--- src/rtl/vending_ctrl_param.sv ---
// Multi-product vending controller: coin credit, product selection with stock tracking,
// and greedy coin-by-coin change/refund over a valid/ready hopper handshake.
module vending_ctrl_param #(
   parameter int PRICE      = 7,
   parameter int MAX_CREDIT = 15,
   parameter int CREDIT_W   = 4,
   parameter int NUM_PROD   = 4,
   parameter int STOCK_W    = 3,
   parameter int STOCK_INIT = 2,
   localparam int SEL_W     = (NUM_PROD > 1) ? $clog2(NUM_PROD) : 1
) (
   input  logic                clk,
   input  logic                rst,
   input  logic                coin_valid,
   input  logic [2:0]          coin,
   input  logic                sel_valid,
   input  logic [SEL_W-1:0]    sel,
   input  logic                cancel,
   input  logic                restock,
   input  logic                change_ready,
   output logic [CREDIT_W-1:0] credit,
   output logic                busy,
   output logic                coin_reject,
   output logic                sel_err,
   output logic                dispense_valid,
   output logic [SEL_W-1:0]    dispense_id,
   output logic                change_valid,
   output logic [2:0]          change_coin,
   output logic [NUM_PROD-1:0] stock_empty
);

   typedef enum logic [1:0] {
      ST_IDLE    = 2'd0,
      ST_COLLECT = 2'd1,
      ST_VEND    = 2'd2,
      ST_CHANGE  = 2'd3
   } state_t;

   localparam logic [CREDIT_W-1:0] PRICE_C      = CREDIT_W'(PRICE);
   localparam logic [CREDIT_W:0]   MAX_C        = (CREDIT_W+1)'(MAX_CREDIT);
   localparam logic [STOCK_W-1:0]  STOCK_INIT_C = STOCK_W'(STOCK_INIT);
   localparam logic [SEL_W:0]      NUM_PROD_C   = (SEL_W+1)'(NUM_PROD);
   localparam logic [CREDIT_W+2:0] FIVE_C       = (CREDIT_W+3)'(5);
   localparam logic [CREDIT_W+2:0] TWO_C        = (CREDIT_W+3)'(2);

   state_t                state_r;
   logic [CREDIT_W-1:0]   credit_r;
   logic [CREDIT_W-1:0]   rem_r;
   logic [STOCK_W-1:0]    stock_r [NUM_PROD];
   logic                  busy_r;
   logic                  coin_reject_r;
   logic                  sel_err_r;
   logic                  dispense_valid_r;
   logic [SEL_W-1:0]      dispense_id_r;
   logic                  change_valid_r;
   logic [2:0]            change_coin_r;
   logic [NUM_PROD-1:0]   stock_empty_r;

   logic [CREDIT_W:0]     sum_s;
   logic                  coin_ok_s;
   logic [STOCK_W-1:0]    stock_sel_s;
   logic                  sel_ok_s;
   logic                  accepting_s;
   logic                  vend_go_s;
   logic [CREDIT_W-1:0]   rem_next_s;
   logic [STOCK_W-1:0]    stock_next_s [NUM_PROD];
   logic [NUM_PROD-1:0]   empty_next_s;

   // Largest hopper coin not exceeding the amount still owed.
   function automatic logic [2:0] greedy_coin(input logic [CREDIT_W-1:0] amt);
      logic [CREDIT_W+2:0] a;
      a = {3'b000, amt};
      if (a >= FIVE_C) begin
         greedy_coin = 3'd5;
      end else if (a >= TWO_C) begin
         greedy_coin = 3'd2;
      end else if (a != {(CREDIT_W+3){1'b0}}) begin
         greedy_coin = 3'd1;
      end else begin
         greedy_coin = 3'd0;
      end
   endfunction

   assign credit         = credit_r;
   assign busy           = busy_r;
   assign coin_reject    = coin_reject_r;
   assign sel_err        = sel_err_r;
   assign dispense_valid = dispense_valid_r;
   assign dispense_id    = dispense_id_r;
   assign change_valid   = change_valid_r;
   assign change_coin    = change_coin_r;
   assign stock_empty    = stock_empty_r;

   // Coin acceptance and selection qualification for the current cycle.
   always_comb begin
      accepting_s = (state_r == ST_IDLE) || (state_r == ST_COLLECT);
      sum_s       = {1'b0, credit_r} + (CREDIT_W+1)'(coin);
      coin_ok_s   = ((coin == 3'd1) || (coin == 3'd2) || (coin == 3'd5)) && (sum_s <= MAX_C);
      stock_sel_s = {STOCK_W{1'b0}};
      for (int i = 0; i < NUM_PROD; i++) begin
         stock_sel_s = (sel == SEL_W'(i)) ? stock_r[i] : stock_sel_s;
      end
      sel_ok_s   = ({1'b0, sel} < NUM_PROD_C) && (stock_sel_s != {STOCK_W{1'b0}}) &&
                   (credit_r >= PRICE_C);
      vend_go_s  = accepting_s && !cancel && sel_valid && sel_ok_s;
      rem_next_s = rem_r - CREDIT_W'(change_coin_r);
   end

   // Next stock levels; a restock overrides a coincident vend decrement.
   always_comb begin
      for (int i = 0; i < NUM_PROD; i++) begin
         if (restock) begin
            stock_next_s[i] = STOCK_INIT_C;
         end else if (vend_go_s && (sel == SEL_W'(i))) begin
            stock_next_s[i] = stock_r[i] - STOCK_W'(1);
         end else begin
            stock_next_s[i] = stock_r[i];
         end
         empty_next_s[i] = (stock_next_s[i] == {STOCK_W{1'b0}});
      end
   end

   // Controller FSM with registered outputs and stock counters.
   always_ff @(posedge clk) begin
      if (rst) begin
         state_r          <= ST_IDLE;
         credit_r         <= {CREDIT_W{1'b0}};
         rem_r            <= {CREDIT_W{1'b0}};
         busy_r           <= 1'b0;
         coin_reject_r    <= 1'b0;
         sel_err_r        <= 1'b0;
         dispense_valid_r <= 1'b0;
         dispense_id_r    <= {SEL_W{1'b0}};
         change_valid_r   <= 1'b0;
         change_coin_r    <= 3'd0;
         for (int i = 0; i < NUM_PROD; i++) begin
            stock_r[i]       <= STOCK_INIT_C;
            stock_empty_r[i] <= (STOCK_INIT_C == {STOCK_W{1'b0}});
         end
      end else begin
         coin_reject_r    <= 1'b0;
         sel_err_r        <= 1'b0;
         dispense_valid_r <= 1'b0;
         stock_r          <= stock_next_s;
         stock_empty_r    <= empty_next_s;
         case (state_r)
            ST_IDLE, ST_COLLECT: begin
               // Only the highest-priority event acts; a coin losing arbitration is rejected.
               if (cancel) begin
                  coin_reject_r <= coin_valid;
                  if (state_r == ST_COLLECT) begin
                     rem_r          <= credit_r;
                     credit_r       <= {CREDIT_W{1'b0}};
                     state_r        <= ST_CHANGE;
                     busy_r         <= 1'b1;
                     change_valid_r <= 1'b1;
                     change_coin_r  <= greedy_coin(credit_r);
                  end
               end else if (sel_valid) begin
                  coin_reject_r <= coin_valid;
                  if (sel_ok_s) begin
                     state_r          <= ST_VEND;
                     busy_r           <= 1'b1;
                     dispense_valid_r <= 1'b1;
                     dispense_id_r    <= sel;
                     rem_r            <= credit_r - PRICE_C;
                     credit_r         <= {CREDIT_W{1'b0}};
                  end else begin
                     sel_err_r <= 1'b1;
                  end
               end else if (coin_valid) begin
                  if (coin_ok_s) begin
                     credit_r <= sum_s[CREDIT_W-1:0];
                     state_r  <= ST_COLLECT;
                  end else begin
                     coin_reject_r <= 1'b1;
                  end
               end
            end
            ST_VEND: begin
               coin_reject_r <= coin_valid;
               sel_err_r     <= sel_valid;
               if (rem_r != {CREDIT_W{1'b0}}) begin
                  state_r        <= ST_CHANGE;
                  change_valid_r <= 1'b1;
                  change_coin_r  <= greedy_coin(rem_r);
               end else begin
                  state_r <= ST_IDLE;
                  busy_r  <= 1'b0;
               end
            end
            ST_CHANGE: begin
               coin_reject_r <= coin_valid;
               sel_err_r     <= sel_valid;
               if (change_valid_r && change_ready) begin
                  rem_r <= rem_next_s;
                  if (rem_next_s == {CREDIT_W{1'b0}}) begin
                     state_r        <= ST_IDLE;
                     busy_r         <= 1'b0;
                     change_valid_r <= 1'b0;
                     change_coin_r  <= 3'd0;
                  end else begin
                     change_coin_r <= greedy_coin(rem_next_s);
                  end
               end
            end
            default: begin
               state_r        <= ST_IDLE;
               busy_r         <= 1'b0;
               change_valid_r <= 1'b0;
               change_coin_r  <= 3'd0;
            end
         endcase
      end
   end

endmodule

--- config.mk ---
export PLATFORM = sky130hd
export DESIGN_NAME = vending_ctrl_param
export DESIGN_NICKNAME = d
export VERILOG_FILES = /design/src/rtl/vending_ctrl_param.sv
export SDC_FILE = /design/constraint.sdc
export NUM_CORES = 1
export LEC_CHECK = 0
export CORE_UTILIZATION = 60
export DETAILED_ROUTE_END_ITERATION = 10
export PLACE_DENSITY = 0.94
export SLEW_MARGIN = 20
export SYNTH_ARGS = -nofsm -noshare
export SYNTH_HDL_FRONTEND = slang
export SYNTH_SLANG_ARGS = --single-unit
--- constraint.sdc ---
create_clock -name clk -period 5.2 [get_ports clk]
set_input_delay 1.3 -clock clk [delete_from_list [all_inputs] [get_ports clk]]
set_output_delay 1.3 -clock clk [all_outputs]
set_load 0.05 [all_outputs]
Yosys cells after proc, flatten, opt, wreduce, memory -nomap -nowiden
Index checks and enable logic that the tools add are counted.
Widths: inputs -> output; s select.
{"block": "classes", "addsub": 7, "multipliers": 0, "div": 0, "order_cmp": 8, "eq_ne": 23, "shifts": 0, "n_mux": 69, "bitwise": 3, "n_reduce_logical": 38}
{"op": "$mux 3", "n": 20}
{"op": "$mux 4", "n": 11}
{"op": "$mux 2", "n": 12}
{"op": "$mux 1", "n": 19}
{"op": "$ge 4x3->1 const B", "n": 4}
{"op": "$reduce_and 5->1", "n": 3}
{"op": "$ge 4x2->1 const B", "n": 3}
{"op": "$logic_not 3->1", "n": 4}
{"op": "$ne 2x2->1 const B", "n": 6}
{"op": "$ne 4x4->1 const B", "n": 3}
{"op": "$reduce_and 6->1", "n": 2}
{"op": "$reduce_bool 4->1", "n": 3}
{"op": "$sub 3x1->3 const B", "n": 4}
{"op": "$logic_and 1x1->1", "n": 10}
{"op": "$ne 3x3->1 const B", "n": 3}
{"op": "$pmux 3 s3", "n": 1}
{"op": "$reduce_bool 3->1", "n": 3}
{"op": "$eq 2x2->1 const B", "n": 4}
{"op": "$pmux 4 s2", "n": 1}
{"op": "$reduce_and 4->1", "n": 2}
{"op": "$pmux 1 s3", "n": 2}
{"op": "$pmux 2 s3", "n": 1}
{"op": "$add 4x3->5", "n": 1}
{"op": "$le 5x4->1 const B", "n": 1}
{"op": "17 further kinds", "n": 25}
{"block": "word_totals", "register_bits": 36, "latchBits": 0, "mem_bits_rw": 0, "rom_bits": 0, "inputBits": 12, "output_inout_bits": 18, "elab_cells": 163, "n_memories": 0}

Logic depth before layout (Yosys ltp)
{"block": "logic_depth", "depth_word": 12, "ltp_mapped": 8, "depth_no_buf": 8}

Worst setup path before layout
Ideal clock, no wire load.
{"block": "synth_timing", "path_type": "in2reg", "start": "input coin[0]", "end": "register state_r[0]", "setup_time_ns": 0.121, "arrival_time_ns": 2.829, "required_time_ns": 5.079, "path_slack_ns": 2.251, "path_stages": 8, "path_buffers": 0, "cell_sequence": "ha_1 > inv_1 > fa_1 > nor2b_1 > o21a_1 > o31a_1 > o31a_1 > mux2_2"}
{"block": "synth_via", "elab_chain_cells": 6, "word_cells_on_any_way": 10, "cone_classes": "1 x add/sub; 1 x order compare; 4 x eq/ne; 4 x reduce/logical"}
{"item": "start, declared", "line_no": "15", "source": "input logic [2:0] coin,"}
{"item": "parallel branches: the longest is 3 deep, another holds $add 4x3->5"}
{"item": "$logic_and 1x1->1 (*)", "line_no": "98", "source": "coin_ok_s = ((coin == 3'd1) || (coin == 3'd2) || (coin == 3'd5)) && (sum_s <= MAX_C);"}
{"item": "$ne 4x4->1 (no source line) (*)"}
{"item": "$reduce_and 6->1 (no source line) (*)"}
{"item": "end signal, assigned", "line_no": "126", "source": "state_r <= ST_IDLE;"}
{"item": "end signal, assigned", "line_no": "154", "source": "state_r <= ST_CHANGE;"}
{"item": "end signal, assigned", "line_no": "162", "source": "state_r <= ST_VEND;"}
{"item": "end, declared", "line_no": "46", "source": "state_t state_r;"}
Every way passes the cells marked *.
A chain may end at the register's enable or synchronous reset.

Final worst setup path
Same ends and word-level chain as after synthesis.

==> reports/qor.yml <==
routing:
  routedWlPerCell_microns: 16.40
  drc: 0
  drtIter0Drc: 268
  postRouteAntennaNets: 0
  drt-total-wl_mm: 6.181
  avgViaCountPerCell: 6.419
  dr.pass1.iters: 5
  num_vias: 2420
global_routing:
  grt_pass1_wl_mm: 10.34
  antenna_found_initial: 0
  track_usage: 0.3088
  overflow: 0
  grt_start_max_net_pins: 29
  first_global_vias: 2170
clock_tree:
  cts_setup_buffers: 0
  cts_tree: "yes"
  cts.sinks: 36
  cts_htree_levels: 2
  post_cts_resized: 0
  clk_latency_ns: 0.29
  cts_buffer_depth: 2
  clkSlewWorstSetupHoldPaths_ns: 0.07
  numCtsBuffers: 5
  cts_root_buffer: "clkbuf_8"
  holdBufCountCts: 0
yosys:
  synth_top_flop_cell: "dfxtp_1"
  syn-num-nets: 334
  synth.distinct_cells: 56
  synth_top_cell_by_area: "dfxtp_1"
  async_reset_ff_frac: 0
  ys_seq_elements: 36
  syn_area_sq_um: 2475
  synth_top_area_frac: 0.2912
  synth_area_leaders: "dfxtp_1 (29%), ha_1 (7.6%), xnor2_1 (4.6%)"
  ys_seq_area_frac: 0.2912
  synth_edf_count: 0
  syn_avg_cell_area_sq_um: 8.114
  yosysWarnings: 0
  syn_inst: 305
min_path:
  min_to: "dispense_id[1]"
  min_from: "dispense_id[1]"
  hp-class: "reg2reg"
  whs_path_depth: 2
final_layout:
  layout_common_cells: "dfxtp_1 (36), clkdlybuf4s50_1 (28), nor2_1 (27), inv_1 (24), nand2_1 (23)"
  drive_gt1_frac: 0.07903
  syn2layout_area_growth_pct: 15.57
  final_common_cell: "dfxtp_1"
  final_cell_area_sq_um: 2860
  fillers: 281
  final_nets: 357
  diodes: 0
  multi_input_area_sq_um: 1612
  ff_latch_area_sq_um: 720.7
power:
  total_power_uw: 733.3
  p_per_area_nw_per_um2: 256.4
  p_leak_uw: 0.001081
  peakVddDrop_mv: 0.1834
worst_setup_path:
  crit_start: "coin[0]"
  critical_path_class: "in2reg"
  slowest_delay_ns: 0.51
  worstPathMaxFanout: 4
  rrSetupSlack_ns: 2.75
  cp-end-kind: "register"
  path_cells: "clkdlybuf4s50_1 > ha_1 > inv_1 > fa_1 > nor2b_1 > o21a_1 > o31a_1 > o31a_1 > mux2_2"
  cp_slowest_cell: "clkdlybuf4s50_1"
  worstRegToRegCells: 8
  worstPathArrival_ns: 3.52
  worst_setup_path_start_kind: "input pin"
  cpMostUsedCell: "o31a_1"
  r2r-start: "credit[0]"
  timing.rr.end: "state_r[0]"
  required_ns: 5.38
floorplan:
  fp.dieW_microns: 66.23
  die_h_microns: 66.23
  die_area_sq_um: 4386
  rows: 22
  start_util: 0.6515
  io_pins: 30
  core_sq_um: 3799
sta:
  worst_pin_slew_ns: 0.6634
  finalClockSkew_ns: 0.006673
  slew-limit-headroom: 0.5563
  finalCritPeriodShare: 0.6420
  holdWs_ns: 0.4598
  slew_viol_final: 0
  clock.fmax_mhz: 299.5
  tns_ns: 0
  rsz0062_at_grt: "no"
  hold_violations: 0
  setup_viol: 0
  min_period_ns: 3.338
placement:
  gp_congestion: 0.9644
  dpl_cell_area_sq_um: 2773
  dp_hpwl_mm: 4.461
  portBuffers: 29
job:
  drv_cap: 0
outcome:
  outcome: "finished, final reports clean"
-- cells in the mapped netlist (all sizes together), types with 2 or more instances --
master and count:
o41ai 2, mux2i 5, o31a 4, mux2 3
nand2b 5, o21a 3, xor2 2, nor4b 2
nand2 23, o2111ai 4, a31oi 4, clkbuf 10
o21ai 12, o21bai 2, ha 15, a21o 6
nand4 5, inv 24, a31o 4, nor2b 4
buf 3, nor4 5, nor3 11, nor2 28
xnor2 13, a2111oi 3, nand3 6, fa 2
o31ai 7, or2 4, a311oi 2, dfxtp 36
a21oi 22, or3 4, nor3b 5
-- flip-flops by register name, summed over array words and instances, names as in the netlist --
signal          count
dispense_id         2
stock_r            12
change_coin         3
stock_empty         4
state_r             2
sel_err             1
coin_reject         1
credit              4
rem_r               4
dispense_valid      1
busy                1
change_valid        1
-- through the flow --
step | setup WS [ns] | std cells | util
after floorplan | 2.251 | 305 | -
after global placement | 1.671 | 369 | 0.7299
after detailed placement | 1.565 | 369 | 0.7299
after CTS | 1.881 | 377 | 0.7543
after global routing | 1.728 | 377 | 0.7530
final | 1.862 | 377 | 0.7530
-- worst max-delay path by stage --
stage,end,slack (ns),cells after the start
4_1_cts,state_r[0],1.88,9
6_report,state_r[0],1.86,9
3_3_place_gp,state_r[0],1.67,9
5_1_grt,state_r[0],1.73,9
2_1_floorplan,state_r[0],2.25,8
3_5_place_dp,state_r[0],1.56,9
-- final cells by class --
class / count / area share
inverters: 24 / 0.03150
repair buffers: 29 / 0.09974
flip-flops and latches: 36 / 0.2520
well taps: 48 / 0.02100
multi-input cells: 232 / 0.5634
clock buffers: 6 / 0.02887
clock inverters: 2 / 0.003500
-- metal layers --
| metal | wire length [microns] | GRT usage |
|---|---|---|
| met4 | 46 | 0.09309 |
| met5 | 0 | 0 |
| met2 | 2927 | 0.4923 |
| met1 | 2869 | 0.4232 |
| met3 | 337 | 0.05000 |
-- critical path: cells and delay by family --
kind	cells	cell delay [ns]
compound gates	3	0.61
buf+inv	2	0.57
fa+ha+maj	2	0.55
mux	1	0.33
simple gates	1	0.16
-- where the power goes --
| part | total (uW) | internal [uW] | switching [uW] |
|---|---|---|---|
| Sequential | 308 | 288 | 20.7 |
| Clock | 209 | 106 | 104 |
| Combinational | 216 | 79.5 | 136 |
-- logic make-up (layout without fill, tap and decap cells) --
logic type	Yosys count	count (layout)	share of synthesized area
adder cells (fa/ha/maj)	17	17	0.09201
AO/OA/AOI/OAI	84	84	0.2497
XOR/XNOR	15	15	0.05309
multiplexers	8	8	0.03387
flip-flops	36	36	0.2912
buffers and inverters	37	61	0.05764
AND/OR/NAND/NOR	108	108	0.2225
Note: power is estimated with default switching activity, not from simulation.
